### src/rtl/dr_mem_hs_if.sv
// Handshake and dual-rail bus bundle between the datapath side (master) and
// the dual-rail memory (slave).
interface dr_mem_hs_if #(
   parameter int DATA_W = 8,
   parameter int ADDR_W = 4
);
   logic [2*ADDR_W-1:0] addr_dr;
   logic [2*DATA_W-1:0] data_in_dr;
   logic                req_write;
   logic                req_read;
   logic                ack_in_read;
   logic                ack_write;
   logic                ack_read;
   logic [2*DATA_W-1:0] data_out_dr;
   logic                err;

   modport master (
      output addr_dr,
      output data_in_dr,
      output req_write,
      output req_read,
      output ack_in_read,
      input  ack_write,
      input  ack_read,
      input  data_out_dr,
      input  err
   );

   modport slave (
      input  addr_dr,
      input  data_in_dr,
      input  req_write,
      input  req_read,
      input  ack_in_read,
      output ack_write,
      output ack_read,
      output data_out_dr,
      output err
   );
endinterface

### src/rtl/dr_mem_hs.sv
// Clocked dual-rail memory with independent four-phase read and write
// handshakes, code checking and a sticky illegal-code flag.
module dr_mem_hs #(
   parameter int DATA_W = 8,
   parameter int ADDR_W = 4
) (
   input  logic        clk,
   input  logic        rst,
   dr_mem_hs_if.slave  bus_io
);

   localparam int DEPTH = 2 ** ADDR_W;

   typedef enum logic [1:0] {
      IDLE = 2'd0,
      WACK = 2'd1,
      RACK = 2'd2
   } state_t;

   function automatic logic addr_is_valid(input logic [2*ADDR_W-1:0] v);
      logic ok;
      ok = 1'b1;
      for (int i = 0; i < ADDR_W; i++) begin
         ok = ok & (v[2*i+1] ^ v[2*i]);
      end
      return ok;
   endfunction

   function automatic logic addr_is_illegal(input logic [2*ADDR_W-1:0] v);
      logic bad;
      bad = 1'b0;
      for (int i = 0; i < ADDR_W; i++) begin
         bad = bad | (v[2*i+1] & v[2*i]);
      end
      return bad;
   endfunction

   function automatic logic data_is_valid(input logic [2*DATA_W-1:0] v);
      logic ok;
      ok = 1'b1;
      for (int i = 0; i < DATA_W; i++) begin
         ok = ok & (v[2*i+1] ^ v[2*i]);
      end
      return ok;
   endfunction

   function automatic logic data_is_illegal(input logic [2*DATA_W-1:0] v);
      logic bad;
      bad = 1'b0;
      for (int i = 0; i < DATA_W; i++) begin
         bad = bad | (v[2*i+1] & v[2*i]);
      end
      return bad;
   endfunction

   // Decoding takes only the true rails; callers qualify validity first.
   function automatic logic [ADDR_W-1:0] addr_decode(input logic [2*ADDR_W-1:0] v);
      logic [ADDR_W-1:0] r;
      r = {ADDR_W{1'b0}};
      for (int i = 0; i < ADDR_W; i++) begin
         r[i] = v[2*i+1];
      end
      return r;
   endfunction

   function automatic logic [DATA_W-1:0] data_decode(input logic [2*DATA_W-1:0] v);
      logic [DATA_W-1:0] r;
      r = {DATA_W{1'b0}};
      for (int i = 0; i < DATA_W; i++) begin
         r[i] = v[2*i+1];
      end
      return r;
   endfunction

   function automatic logic [2*DATA_W-1:0] data_encode(input logic [DATA_W-1:0] b);
      logic [2*DATA_W-1:0] r;
      r = {(2*DATA_W){1'b0}};
      for (int i = 0; i < DATA_W; i++) begin
         r[2*i+1] = b[i];
         r[2*i]   = ~b[i];
      end
      return r;
   endfunction

   state_t              state_q, state_d;
   logic                ack_write_q, ack_write_d;
   logic                ack_read_q, ack_read_d;
   logic [2*DATA_W-1:0] data_out_q, data_out_d;
   logic                err_q, err_d;
   logic [DATA_W-1:0]   mem_q [DEPTH];

   logic                addr_valid;
   logic                addr_illegal;
   logic                addr_null;
   logic                data_valid;
   logic                data_illegal;
   logic                data_null;
   logic [ADDR_W-1:0]   addr_dec;
   logic [DATA_W-1:0]   data_dec;
   logic                wr_bad;
   logic                rd_bad;
   logic                wr_en;

   assign addr_valid   = addr_is_valid(bus_io.addr_dr);
   assign addr_illegal = addr_is_illegal(bus_io.addr_dr);
   assign addr_null    = (bus_io.addr_dr == {(2*ADDR_W){1'b0}});
   assign data_valid   = data_is_valid(bus_io.data_in_dr);
   assign data_illegal = data_is_illegal(bus_io.data_in_dr);
   assign data_null    = (bus_io.data_in_dr == {(2*DATA_W){1'b0}});
   assign addr_dec     = addr_decode(bus_io.addr_dr);
   assign data_dec     = data_decode(bus_io.data_in_dr);

   // Any active request touching an illegal bus blocks all action that edge.
   assign wr_bad = bus_io.req_write & (addr_illegal | data_illegal);
   assign rd_bad = bus_io.req_read & addr_illegal;

   always_comb begin
      state_d     = state_q;
      ack_write_d = ack_write_q;
      ack_read_d  = ack_read_q;
      data_out_d  = data_out_q;
      err_d       = err_q;
      wr_en       = 1'b0;
      case (state_q)
         IDLE: begin
            if (wr_bad || rd_bad) begin
               err_d = 1'b1;
            end else if (bus_io.req_write && addr_valid && data_valid) begin
               wr_en       = 1'b1;
               ack_write_d = 1'b1;
               state_d     = WACK;
            end else if (bus_io.req_read && addr_valid && !bus_io.ack_in_read) begin
               data_out_d = data_encode(mem_q[addr_dec]);
               ack_read_d = 1'b1;
               state_d    = RACK;
            end else begin
               state_d = IDLE;
            end
         end
         WACK: begin
            if (!bus_io.req_write && addr_null && data_null) begin
               ack_write_d = 1'b0;
               state_d     = IDLE;
            end else begin
               state_d = WACK;
            end
         end
         RACK: begin
            if (!bus_io.req_read && bus_io.ack_in_read) begin
               ack_read_d = 1'b0;
               data_out_d = {(2*DATA_W){1'b0}};
               state_d    = IDLE;
            end else begin
               state_d = RACK;
            end
         end
         default: begin
            state_d     = IDLE;
            ack_write_d = 1'b0;
            ack_read_d  = 1'b0;
            data_out_d  = {(2*DATA_W){1'b0}};
         end
      endcase
   end

   always_ff @(posedge clk or posedge rst) begin
      if (rst) begin
         state_q     <= IDLE;
         ack_write_q <= 1'b0;
         ack_read_q  <= 1'b0;
         data_out_q  <= {(2*DATA_W){1'b0}};
         err_q       <= 1'b0;
      end else begin
         state_q     <= state_d;
         ack_write_q <= ack_write_d;
         ack_read_q  <= ack_read_d;
         data_out_q  <= data_out_d;
         err_q       <= err_d;
      end
   end

   // Storage is cleared on reset so a read after reset returns encoded zero.
   always_ff @(posedge clk or posedge rst) begin
      if (rst) begin
         for (int i = 0; i < DEPTH; i++) begin
            mem_q[i] <= {DATA_W{1'b0}};
         end
      end else if (wr_en) begin
         mem_q[addr_dec] <= data_dec;
      end
   end

   assign bus_io.ack_write   = ack_write_q;
   assign bus_io.ack_read    = ack_read_q;
   assign bus_io.data_out_dr = data_out_q;
   assign bus_io.err         = err_q;

endmodule

### src/flat_wrapper.sv
// flat-port wrapper written by rule: the top's interface ports become plain ports
module dr_mem_hs_flat 
#(
   parameter int DATA_W = 8,
   parameter int ADDR_W = 4
)
  (clk, rst, bus_io_addr_dr, bus_io_data_in_dr, bus_io_req_write, bus_io_req_read, bus_io_ack_in_read, bus_io_ack_write, bus_io_ack_read, bus_io_data_out_dr, bus_io_err);
  dr_mem_hs_if #(.DATA_W(DATA_W), .ADDR_W(ADDR_W)) bus_io_i ();
  input  logic clk;
  input  logic rst;
  input wire logic [$bits(bus_io_i.addr_dr)-1:0] bus_io_addr_dr;
  input wire logic [$bits(bus_io_i.data_in_dr)-1:0] bus_io_data_in_dr;
  input wire logic [$bits(bus_io_i.req_write)-1:0] bus_io_req_write;
  input wire logic [$bits(bus_io_i.req_read)-1:0] bus_io_req_read;
  input wire logic [$bits(bus_io_i.ack_in_read)-1:0] bus_io_ack_in_read;
  output wire logic [$bits(bus_io_i.ack_write)-1:0] bus_io_ack_write;
  output wire logic [$bits(bus_io_i.ack_read)-1:0] bus_io_ack_read;
  output wire logic [$bits(bus_io_i.data_out_dr)-1:0] bus_io_data_out_dr;
  output wire logic [$bits(bus_io_i.err)-1:0] bus_io_err;
  assign bus_io_i.addr_dr = bus_io_addr_dr;
  assign bus_io_i.data_in_dr = bus_io_data_in_dr;
  assign bus_io_i.req_write = bus_io_req_write;
  assign bus_io_i.req_read = bus_io_req_read;
  assign bus_io_i.ack_in_read = bus_io_ack_in_read;
  assign bus_io_ack_write = bus_io_i.ack_write;
  assign bus_io_ack_read = bus_io_i.ack_read;
  assign bus_io_data_out_dr = bus_io_i.data_out_dr;
  assign bus_io_err = bus_io_i.err;
  dr_mem_hs #(.DATA_W(DATA_W), .ADDR_W(ADDR_W)) u_core (.clk(clk), .rst(rst), .bus_io(bus_io_i));
endmodule
### config.mk
export PLATFORM = sky130hd
export DESIGN_NAME = dr_mem_hs_flat
export DESIGN_NICKNAME = d
export VERILOG_FILES = /design/src/rtl/dr_mem_hs_if.sv /design/src/rtl/dr_mem_hs.sv /design/src/flat_wrapper.sv
export SDC_FILE = /design/constraint.sdc
export NUM_CORES = 1
export LEC_CHECK = 0
export BUFFER_PORTS_ARGS = -buffer_cell sky130_fd_sc_hd__buf_2
export CAP_MARGIN = 15
export CORE_ASPECT_RATIO = 1.1
export CORE_UTILIZATION = 45
export DETAILED_ROUTE_END_ITERATION = 10
export GPL_ROUTABILITY_DRIVEN = 0
export GPL_TIMING_DRIVEN = 0
export PLACE_DENSITY = 0.74
export SLEW_MARGIN = 20
export SYNTH_ARGS = -nofsm -noshare
export SYNTH_HDL_FRONTEND = slang
export SYNTH_SLANG_ARGS = --single-unit
### constraint.sdc
create_clock -name clk -period 6.2 [get_ports clk]
set_input_delay 0.62 -clock clk [delete_from_list [all_inputs] [get_ports clk]]
set_output_delay 0.62 -clock clk [all_outputs]
set_load 0.01 [all_outputs]
==> reports/results.tsv, run 1 <==
stage	metric	value	unit
final_layout	seq_area	3730	sq um
critical_path	critPathKind	in -> reg	
clocking	postCtsSetupBuffers	0	
clocking	clock_sinks	149	
floorplanning	initial_core_util	46.5	%
final_layout	final_cell_area	8480	sq um
floorplanning	rows	48	
critical_path	cp.arrival	4.03	ns
clocking	clkTransAtPathRegs	0.06	ns
synth	netlist.area_leader.share	50.4	%
critical_path	reg2regPathDepth	6	
synth	yosys_warnings	0	
critical_path	r2r_slack	3.43	ns
pwr	p_comb_share	7.1	%
synth	synth_area	7400	sq um
floorplanning	die-width	124	microns
synth	synth_area_leader_cell	dfrtp_1	
final_layout	area_growth	14.6	%
synth	syn_inst	514	
clocking	holdBufCountCts	0	
timing	finalSetupViolations	0	
place	dp.final_hpwl	12200	microns
run	drv_cap	0	
synth	netlist_top_cells_area	dfrtp_1 50%, mux2_2 18%, mux4_2 9.7%	
clocking	clk_latency	0.43	ns
clocking	tritoncts	yes	
clocking	cts_made_buffers	17	
critical_path	reg2reg_to	u_core.mem_q[75]	
min_path	min_path_type	in -> async	
timing	finalWorstPathRequiredPeriod	3.72	ns
critical_path	startpoint	bus_io_data_in_dr[9]	
grt	grt_overflow	0	
clocking	h-tree-depth	4	
floorplanning	die_area	17000	sq um
critical_path	timing.rr.start	u_core.state_q[0]	
synth	ys_seq_elements	149	
routing	viasPerCell	5.97	
final_layout	final_common_cell	dfrtp_1	
floorplanning	io_pins	48	
timing	maxSlewViolCount	0	
final_layout	drive_gt1_share	43.3	%
place	placed_area	7920	sq um
critical_path	path_max_fanout	10	
clocking	cts.path.max_buffers	2	
floorplanning	coreArea	15900	sq um
final_layout	antenna_cells	0	
synth	yosysUniqueCellTypes	40	
place	io_buffers	47	
timing	relSlewSlack	34.4	%
synth	synth_edf_count	0	
critical_path	required	6.51	ns
grt	grt.total_usage	22.0	%
pwr	seqPwrFrac	47.0	%
floorplanning	die_height	137	microns
final_layout	multi_input_area	3470	sq um
grt	grt_pass1_vias	4999	
synth	syn_avg_cell_area	14.4	sq um
synth	async_reset_ff_share	100	%
critical_path	cp-start-kind	primary input	
pwr	swShare	23.6	%
final_layout	nets	634	
pwr	powerDensity	248	nW/um^2
critical_path	cp-end-kind	flip-flop	
timing	finalHoldViolations	0	
final_layout	fillCellCount	1279	
timing	worst_pin_slew	0.984	ns
pwr	p_leak	4.15	nW
grt	grt_pass1_wl	27900	microns
routing	drt-wirelength-per-cell	22.0	microns
synth	synth_nets	567	
final_layout	mostFrequentLayoutCells	149 x dfrtp_1, 120 x mux2_2, 51 x buf_2	
timing	min_period_over_period	60.1	%
routing	ant_nets	0	
grt	grt_max_degree	109	
routing	dr.pass1.iters	5	
synth	synthFlopType	dfrtp_1	
clocking	clockRootBuffer	clkbuf_16	
final_layout	utilization	53.3	%
grt	grt_antenna_before_repair	0	
timing	timing.fmax	0.268	GHz
timing	rsz0062_at_grt	false	
timing	clock_skew	0.00791	ns
routing	drt_iter0_drc	445	
pwr	internal_power	1.61	mW
pwr	power.share.clock	45.9	%
timing	setup-tns-final	0	ns
routing	post-route-drc-count	0	
pwr	switchingPower	0.496	mW
status	run_status	finished, final reports clean	
routing	totalWireLength	17500	microns
clocking	cts_resized	0	
synth	yosysSeqAreaShare	50.4	%
routing	vias	4739	
pwr	ir_drop	0.000211	V
==> critical path: stages <==
cell and delay, ns:
buf_2 0.17, clkbuf_1 0.42, inv_1 0.10, ha_1 0.30
nand4_1 0.10, nor3_2 0.42, nand3_4 0.28, buf_2 0.37
nor4_4 0.84, mux2_2 0.41
==> cells by family after synthesis <==
group	after synthesis	synth area share, %
adder cells (fa/ha/maj)	24	4.06
multiplexers	160	29.2
buffers and inverters	52	2.81
AO/OA/AOI/OAI	41	3.75
AND/OR/NAND/NOR	88	9.82
flip-flops	149	50.4
==> routing by layer <==
metal / vias to the layer above / share of wire, % / GRT usage [%]
li1: 2048 / - / -
met1: 2483 / 41 / 27.3
met2: 170 / 51 / 36.9
met3: 38 / 5.3 / 5.28
met4: 0 / 2.7 / 9.64
met5: - / 0 / 0
==> flip-flops by register name, indices dropped and copies added, names as in the netlist <==
signal and cells:
u_core.bus_io.err 1, u_core.state_q 2, u_core.bus_io.ack_read 1, u_core.bus_io.ack_write 1, u_core.mem_q 128, u_core.bus_io.data_out_dr 16
==> power by group through the flow <==
| stage | logic (mW) | registers (mW) | clock network, mW |
|---|---|---|---|
| 2_1_floorplan | 0.0848 | 1.01 | 0 |
| 3_3_place_gp | 0.142 | 1.01 | 0 |
| 3_5_place_dp | 0.149 | 1.01 | 0 |
| 4_1_cts | 0.150 | 0.988 | 0.977 |
| 5_1_grt | 0.163 | 0.989 | 1.02 |
| 6_report | 0.149 | 0.988 | 0.966 |
==> per-stage QoR <==
step	hold WS, ns	worst slack [ns]	power, mW	instances
floorplan	0.452	1.57	1.10	514
global placement	0.454	0.258	1.15	761
detailed placement	0.462	2.10	1.15	762
CTS	0.176	2.55	2.12	794
global route	0.192	2.33	2.18	794
finish	0.167	2.48	2.10	794
==> layout make-up <==
class	instances	share of cell area, %
Buffer	26	1.30
Inverter	26	1.24
Tap cell	200	2.95
Clock buffer	23	5.63
Clock inverter	9	0.914
Multi-Input combinational cell	313	40.9
Timing Repair Buffer	48	3.10
Sequential cell	149	43.9
==> worst max-delay path by stage <==
stage / end / slack (ns) / cells after the start
after floorplan: u_core.bus_io.ack_read / 1.57 / 1
after global placement: u_core.mem_q[66] / 0.26 / 2
after detailed placement: u_core.mem_q[74] / 2.10 / 10
after CTS: u_core.mem_q[75] / 2.55 / 10
after global routing: u_core.mem_q[74] / 2.33 / 10
final: u_core.mem_q[75] / 2.48 / 10
==> Yosys cell counts, types with 2 or more instances <==
library cell	number
a22oi_1	16
nand4_1	12
buf_2	4
ha_1	24
and4_1	2
mux4_2	32
nor4_4	16
nand3_1	3
dfrtp_1	149
clkbuf_1	18
nor2_1	2
nor2b_1	5
nand2_1	35
mux2_1	8
buf_1	3
and2_1	2
mux2_2	120
o21ai_0	8
inv_1	26
or4_1	2
o22ai_1	8
Note: power is estimated with default switching activity, not from simulation.
==> run 2: changes to the inputs <==
--- a/config.mk
+++ b/config.mk
@@ -5,6 +5,7 @@
 export SDC_FILE = /design/constraint.sdc
 export NUM_CORES = 1
 export LEC_CHECK = 0
+export ABC_AREA = 1
 export BUFFER_PORTS_ARGS = -buffer_cell sky130_fd_sc_hd__buf_2
 export CAP_MARGIN = 15
 export CORE_ASPECT_RATIO = 1.1
@@ -12,7 +13,7 @@
 export DETAILED_ROUTE_END_ITERATION = 10
 export GPL_ROUTABILITY_DRIVEN = 0
 export GPL_TIMING_DRIVEN = 0
-export PLACE_DENSITY = 0.74
+export PLACE_DENSITY = 0.76
 export SLEW_MARGIN = 20
 export SYNTH_ARGS = -nofsm -noshare
 export SYNTH_HDL_FRONTEND = slang
==> constraint.sdc (replaced) <==
create_clock -name clk -period 3.25 [get_ports clk]
set_input_delay 0.325 -clock clk [delete_from_list [all_inputs] [get_ports clk]]
set_output_delay 0.325 -clock clk [all_outputs]
set_load 0.01 [all_outputs]
==> run 2 against run 1 <==
- non-clock buffer count increased by 28
- synthesized cell count is 95% higher
- core utilization is essentially flat
- critical path type unchanged
- via count increased by 43%
- highest routed layer unchanged
- worst setup slack got worse by 2.0 ns
==> reports/results.tsv, run 2 <==
stage	metric	value	unit
routing	ant_nets	0	
final_layout	largest-register	u_core.mem_q	
grt	grt.total_usage	24.2	%
critical_path	cp-start-kind	primary input	
timing	relSlewSlack	26.8	%
synth	synth_area	8110	sq um
clocking	cts_made_buffers	17	
final_layout	final_common_cell	nand2_1	
routing	dr.pass1.iters	6	
clocking	cts_resized	0	
routing	drt-wirelength-per-cell	15.9	microns
clocking	h-tree-depth	4	
timing	finalWorstPathRequiredPeriod	2.75	ns
grt	grt_pass1_wl	33400	microns
floorplanning	die_height	143	microns
place	place_inst	1293	
grt	grt_pass1_vias	6573	
timing	rsz0062_at_grt	false	
floorplanning	coreArea	17700	sq um
synth	synth_area_leader_cell	dfrtp_1	
clocking	cts.path.max_buffers	2	
routing	totalWireLength	21100	microns
place	io_buffers	47	
final_layout	final_cell_area	9420	sq um
timing	finalHoldViolations	0	
min_path	min_path_type	in -> reg	
synth	netlist.area_leader.share	46.0	%
timing	finalSetupViolations	0	
critical_path	path_max_fanout	10	
timing	maxSlewViolCount	0	
final_layout	utilization	53.3	%
clocking	clk_latency	0.43	ns
synth	async_reset_ff_share	100	%
grt	grt_overflow	0	
synth	synth_commonest_cells	522 x nand2_1, 149 x dfrtp_1, 80 x o21ai_2, 41 x o21ai_0, 33 x inv_1	
floorplanning	die-width	130	microns
min_path	hold_depth	4	
final_layout	fillCellCount	1648	
critical_path	cp.arrival	3.04	ns
final_layout	final_cells	1326	
routing	drt_iter0_drc	637	
floorplanning	io_pins	48	
synth	synth.most_common_cell	nand2_1	
pwr	p_leak	4.85	nW
floorplanning	die_area	18600	sq um
grt	grt_max_degree	33	
final_layout	seq_area	3730	sq um
synth	yosysSeqAreaShare	46.0	%
timing	clock_skew	0.0117	ns
synth	synthFlopType	dfrtp_1	
final_layout	largest_reg_flops	128	
clocking	clockRootBuffer	clkbuf_16	
floorplanning	rows	51	
final_layout	antenna_cells	0	
timing	timing.fmax	0.364	GHz
critical_path	required	3.54	ns
pwr	powerDensity	481	nW/um^2
final_layout	drive_gt1_share	21.8	%
run	drv_cap	0	
floorplanning	initial_core_util	45.9	%
grt	grt_antenna_before_repair	0	
critical_path	reg2regPathDepth	8	
synth	syn_inst	1003	
clocking	tritoncts	yes	
timing	setup-tns-final	0	ns
synth	syn_avg_cell_area	8.08	sq um
final_layout	area_growth	16.3	%
synth	yosys_warnings	0	
synth	synth_edf_count	0	
critical_path	critPathKind	in -> reg	
synth	ys_seq_elements	149	
timing	min_period_over_period	84.6	%
synth	synth_nets	1056	
synth	netlist_top_cells_area	dfrtp_1 46%, nand2_1 24%, o21ai_2 8.6%	
pwr	ir_drop	0.000360	V
place	placed_area	8750	sq um
clocking	clock_sinks	149	
pwr	power.total	4.53	mW
final_layout	multi_input_area	3860	sq um
final_layout	mostFrequentLayoutCells	522 x nand2_1, 149 x dfrtp_1, 80 x o21ai_2	
routing	vias	6794	
timing	worst_pin_slew	1.10	ns
critical_path	cp-end-kind	flip-flop	
routing	post-route-drc-count	0	
place	dp.final_hpwl	15100	microns
final_layout	nets	1128	
routing	viasPerCell	5.12	
synth	yosysUniqueCellTypes	30	
clocking	clkTransAtPathRegs	0.07	ns
status	run_status	finished, final reports clean	
## run 2: cell count changes after synthesis, moves of 16 or more
cell / previous run / this run
o21ai_2: 1 / 80
nand2_1: 35 / 522
nor2_1: 2 / 30
nor4_4: 16 / 0
o21ai_0: 8 / 41
mux4_2: 32 / 0
a22oi_1: 16 / 0
mux2_2: 120 / 0
## run 2: metal layers
| metal | global-route usage (%) | up-vias | share of wire, % |
|---|---|---|---|
| met4 | 12.6 | 0 | 3.8 |
| met3 | 4.12 | 50 | 4.5 |
| li1 | - | 3309 | - |
| met5 | 0 | - | 0 |
| met1 | 30.1 | 3254 | 42 |
| met2 | 40.0 | 181 | 50 |
## run 2: worst paths after layout
path / from / end / slack (ns)
setup / recovery: bus_io_data_in_dr[15] / u_core.mem_q[16] / 0.50
setup reg to reg: u_core.state_q[1] / u_core.mem_q[16] / 1.54
max in group asynchronous: rst / u_core.bus_io.data_out_dr[10] / 1.88
hold / removal: bus_io_ack_in_read / u_core.state_q[1] / 0.24
min in group asynchronous: rst / u_core.mem_q[76] / 0.46
hold reg to reg: u_core.bus_io.err / u_core.bus_io.err / 0.48
## run 2: metrics by stage
stage               setup slack, ns  hold slack, ns
finish                        0.502           0.245
global route                  0.455           0.250
CTS                           0.553           0.238
floorplan                     0.934           0.453
detailed placement            0.134           0.355
global placement             0.0755           0.449
## run 2: what timing repair did
item / 4_1_cts / 5_1_grt
hold buffers: 1 / 0
endpoints found under the setup margin: 0 / 0
setup buffers: 0 / 0
hold endpoints to repair: 15 / 0
## run 2: where the power goes
group	leakage (nW)	switching, mW	internal, mW
clock network	0.325	0.776	1.44
registers	2.07	0.0270	1.90
logic	2.46	0.276	0.114
## run 2: cell families after synthesis
group,after synthesis,synth area share [%]
compound gates,139,12.3
simple gates,602,31.6
flops,149,46.0
fa+ha+maj,24,3.70
buf+inv,89,6.31
## run 2: area by class of cell
cell class | count | share of cell area, %
Multi-Input combinational cell | 765 | 41.0
Sequential cell | 149 | 39.6
Clock buffer | 19 | 4.59
Timing Repair Buffer | 53 | 3.74
Buffer | 49 | 3.70
Tap cell | 238 | 3.16
Clock inverter | 13 | 2.44
Inverter | 40 | 1.77
## run 2: critical path, stage by stage
cell and delay (ns):
buf_2 0.11, inv_1 0.39, clkbuf_1 0.79, ha_1 0.23, nand3_1 0.10, nor2_2 0.19, nand3_4 0.14, inv_6 0.12
buf_12 0.17, nand3_4 0.13, buf_6 0.18, nand2_1 0.09, o21ai_2 0.05
